===== src/rtl/memory_arbiter.sv =====
// Two-port-to-one-port memory arbiter: serializes instruction fetches and data
// accesses onto a single RAM port, data first with a bounded streak so fetch cannot starve.
module memory_arbiter #(
  parameter int unsigned MAX_DSTREAK = 4
) (
  input  logic        CLK,
  input  logic        RST,
  input  logic        iREN,
  input  logic [31:0] iaddr,
  output logic        iwait,
  output logic [31:0] iload,
  input  logic        dREN,
  input  logic        dWEN,
  input  logic [31:0] daddr,
  input  logic [31:0] dstore,
  output logic        dwait,
  output logic [31:0] dload,
  output logic        ramREN,
  output logic        ramWEN,
  output logic [31:0] ramaddr,
  output logic [31:0] ramstore,
  input  logic [31:0] ramload,
  input  logic        ramready
);

  localparam int unsigned STREAK_W = 4;
  localparam logic [STREAK_W-1:0] STREAK_MAX = STREAK_W'(MAX_DSTREAK);

  typedef enum logic [1:0] {
    IDLE  = 2'd0,
    IBUSY = 2'd1,
    DBUSY = 2'd2
  } state_t;

  state_t              state;
  state_t              next_state;
  logic [STREAK_W-1:0] streak;
  logic [31:0]         addr_q;
  logic [31:0]         store_q;
  logic                write_q;

  logic dreq;
  logic d_grant;
  logic i_grant;

  // Grant decision is taken from the current cycle's inputs while idle.
  assign dreq    = dREN | dWEN;
  assign d_grant = (state == IDLE) && dreq && (!iREN || (streak < STREAK_MAX));
  assign i_grant = (state == IDLE) && !d_grant && iREN;

  always_ff @(posedge CLK or posedge RST) begin
    if (RST) begin
      state <= IDLE;
    end else begin
      state <= next_state;
    end
  end

  always_comb begin
    next_state = state;
    case (state)
      IDLE: begin
        if (d_grant) begin
          next_state = DBUSY;
        end else if (i_grant) begin
          next_state = IBUSY;
        end
      end
      IBUSY, DBUSY: begin
        if (ramready) begin
          next_state = IDLE;
        end
      end
      default: next_state = IDLE;
    endcase
  end

  // Strobes come from state only; a withdrawn request still sees its access finish
  // but gets no wait pulse.
  always_comb begin
    ramREN = 1'b0;
    ramWEN = 1'b0;
    iwait  = 1'b1;
    dwait  = 1'b1;
    case (state)
      IBUSY: begin
        ramREN = 1'b1;
        if (ramready && iREN) begin
          iwait = 1'b0;
        end
      end
      DBUSY: begin
        ramREN = !write_q;
        ramWEN = write_q;
        if (ramready && dreq) begin
          dwait = 1'b0;
        end
      end
      default: begin
        ramREN = 1'b0;
        ramWEN = 1'b0;
      end
    endcase
  end

  // Access registers, captured at grant so upstream changes mid-access are ignored.
  always_ff @(posedge CLK or posedge RST) begin
    if (RST) begin
      addr_q  <= 32'd0;
      store_q <= 32'd0;
      write_q <= 1'b0;
    end else if (d_grant) begin
      addr_q  <= daddr;
      store_q <= dstore;
      write_q <= dWEN;
    end else if (i_grant) begin
      addr_q  <= iaddr;
    end
  end

  // Consecutive data grants made while a fetch waits.
  always_ff @(posedge CLK or posedge RST) begin
    if (RST) begin
      streak <= '0;
    end else if (d_grant) begin
      if (!iREN) begin
        streak <= '0;
      end else if (streak < STREAK_MAX) begin
        streak <= streak + STREAK_W'(1);
      end
    end else if (i_grant) begin
      streak <= '0;
    end
  end

  assign ramaddr  = addr_q;
  assign ramstore = store_q;
  assign iload    = ramload;
  assign dload    = ramload;

endmodule

===== config.mk =====
export PLATFORM = sky130hd
export DESIGN_NAME = memory_arbiter
export DESIGN_NICKNAME = d
export VERILOG_FILES = /design/src/rtl/memory_arbiter.sv
export SDC_FILE = /design/constraint.sdc
export NUM_CORES = 1
export LEC_CHECK = 0
export CORE_MARGIN = 2
export CORE_UTILIZATION = 35
export DETAILED_ROUTE_END_ITERATION = 8
export MAX_ROUTING_LAYER = met4
export PLACE_DENSITY = 0.81
export SLEW_MARGIN = 20
export SYNTH_ARGS = -nofsm -noshare
export SYNTH_HDL_FRONTEND = slang
export SYNTH_SLANG_ARGS = --single-unit

===== constraint.sdc =====
create_clock -name CLK -period 2.9 [get_ports CLK]
set_clock_uncertainty 0.2 [all_clocks]
set_input_delay 0.58 -clock CLK [delete_from_list [all_inputs] [get_ports CLK]]
set_output_delay 0.58 -clock CLK [all_outputs]
set_load 0.05 [all_outputs]

==> metrics.txt <==
I/O pin total=266; crit path max fanout=3; H-Tree Depth=3; R2R Setup Slk=0.77 ns; initial DRC count=103; Cell Area, Synth=3770 µm²; Worst-Margin Slew=0.724 ns; number of enable flip-flop cells after synthesis=0; asr flop ratio synth=1.00; Avg Cell Area, Syn=around 11 µm²; CTS root buffer=clkbuf_8; minimum clock period=around 2.7 ns; overall routing resource usage=0.179; CTS sink cnt=71; unrepaired setup endpoints after global routing=false; Critical Path Sink=ramWEN; Crit path arrival time=1.92 ns; Worst Setup Start Kind=flop; count of input and output buffers=169; reg2reg start=state[1]; final non-filler cell area=around 5300 µm²; total grt overflow=0; Max Slew Vio Count=0; Remaining DRCs=0; combinational share of power=0.625; switching share of power=0.499; Area after DPL=5050 µm²; status=complete, no violations; vias per cell=5.14; Netlist cell types=29; Hold Crit Class=reg -> reg; count leader, synth=dfrtp_1; Final ANT Viol Nets=0; Rows=37; # fillers=933; P_leak=just over 2 nW; Reg2Reg Depth=6; Clock transition at path regs=0.08 ns; VDD IR max=0.657 mV; Num CTS Buffers=9; Hold Slack=~0.29 ns; Post-Layout Cell Count=593; share of power burned in registers=0.258; Die Wd=108 µm; die height=108 µm; Yosys reg bits=71; die area=11600 µm²; Final Hold Fails=0; maximum capacitance violations=0; CTS tree=done; Syn-to-layout area delta=39.4%; sequential area share after synthesis=0.471; Net Switching=about 3.4 mW; Placeable Area=about 10000 µm²; CP Capture Type=output port; drt first pass iters=6; total power=6.78 mW; PD cells=1290 nW/µm²; Clock Tree Buf Depth=2; Yosys top cell area share=0.471; Avg WL per Cell=approximately 17 µm; # placed instances=576; worst skew pair latency=around 0.34 ns; global-route wire length before repair=15.8 mm; Worst Setup SP=state[0]; drt total wl=just over 10 mm; Nets=between 500 and 600; Synth Net Count=between 400 and 500; Initial Utilization=0.364; Synthesis Warnings=0; HPWL Detailed=7.44 mm; sum of negative setup slack=0 ns; initial antenna violation count=1; cts hold-fix bufs=0; Cell Int Power=3.40 mW; RePlAce Congestion=0.782; Post-Syn Instances=355; layout cell share with drive strength beyond 1=0.134; top post-synthesis cells by count=71 x dfrtp_1, 68 x buf_4, 33 x nand4_1, 33 x o21ai_0; FF-to-FF End=ramaddr[10]; period utilization=0.931; synth top area cells=dfrtp_1 47%, buf_4 14%, mux2_2 8.7%; WS Path Type=reg -> out; # setup viols final=0; Setup Buffers After CTS=0; Rel. slew slack=0.517; Via Count=3047; area leader, netlist=dfrtp_1; CP required=2.12 ns; maximum clock rate=between 300 and 400 MHz; Primary FF master, synth=dfrtp_1; cells resized by post-CTS repair=0; Hold Path Origin=ramstore[5]; vias in the first global route=3119; clock share of power=0.117; largest net degree at the start of global routing=65
## registers in the layout, indices dropped and copies added, names as in the netlist
register and flops:
ramaddr 32, ramstore 32, state 2, streak 4, write_q 1
## placed cells by master, fill, tap and decap left out, drive strengths merged
master and count:
ha 4, nand4 33, o21a 2, mux2 33, o21ai 36, nand2 1, o31a 1, or2 1
inv 4, nor2b 1, diode 1, clkinv 3, bufinv 1, dlymetal6s2s 1, dfrtp 71, nand3 3
a31oi 32, and2 2, clkbuf 9, clkdlybuf4s50 166, buf 10, mux2i 1, clkinvlp 2, a32o 3
o31ai 1, nand2b 2, nor2 33
## routing by layer
metal | part of all wire | wire, µm | GRT usage | vias to the layer above
met5 | 0 | 0 | - | -
met4 | 0.034 | 350 | 0.0833 | 0
met3 | 0.086 | 878 | 0.0551 | 44
met2 | 0.50 | 5110 | 0.300 | 153
met1 | 0.38 | 3900 | 0.195 | 1446
li1 | - | - | - | 1404
## final cells by class
class / instances / area, µm² / share of cell area
repair buffers: 177 / 1800 / 0.342
flip-flops and latches: 71 / 1780 / 0.338
multi-input cells: 189 / 1300 / 0.247
well taps: 136 / 170 / 0.0324
clock buffers: 9 / 124 / 0.0236
clock inverters: 7 / 72.6 / 0.0138
inverters: 3 / 11.3 / 0.00214
diodes: 1 / 2.50 / 0.000476
## cell families (layout without fill, tap and decap cells)
group	Yosys count	after routing	share of synthesized area
buffers and inverters	95	196	0.184
AND/OR/NAND/NOR	76	76	0.107
AO/OA/AOI/OAI	75	75	0.123
flip-flops	71	71	0.471
multiplexers	34	34	0.101
adder cells (fa/ha/maj)	4	4	0.0133
other	0	1	0
## worst max-delay path, cell delays in order (launching register included)
cell             delay [ns]
dfrtp_1                0.39
inv_1                  0.09
ha_1                   0.18
and2_1                 0.13
clkdlybuf4s50_1        0.80
## power by group through the flow
stage | combinational [mW] | sequential (mW) | clock (mW)
CTS | 4.27 | 1.75 | 0.827
floorplan | 1.58 | 3.35 | 0
global placement | 4.18 | 1.75 | 0
global route | 4.45 | 1.81 | 0.872
detailed placement | 4.27 | 1.78 | 0
finish | 4.24 | 1.75 | 0.795
## how the worst min path moves through the flow
| stage | endpoint | slack [ns] | cells after the start |
|---|---|---|---|
| floorplan | streak[0] | 0.26 | 1 |
| global placement | ramstore[27] | 0.27 | 1 |
| detailed placement | ramstore[4] | 0.28 | 1 |
| CTS | ramstore[4] | 0.30 | 1 |
| global route | ramstore[4] | 0.31 | 1 |
| finish | ramstore[5] | 0.29 | 1 |
## through the flow
step	utilization	setup slack, ns
2_1_floorplan	-	0.323
3_3_place_gp	0.487	0.449
3_5_place_dp	0.487	0.316
4_1_cts	0.506	0.0393
5_1_grt	0.507	0.109
6_report	0.507	0.201
No activity file was read; power rests on OpenSTA's default activity.
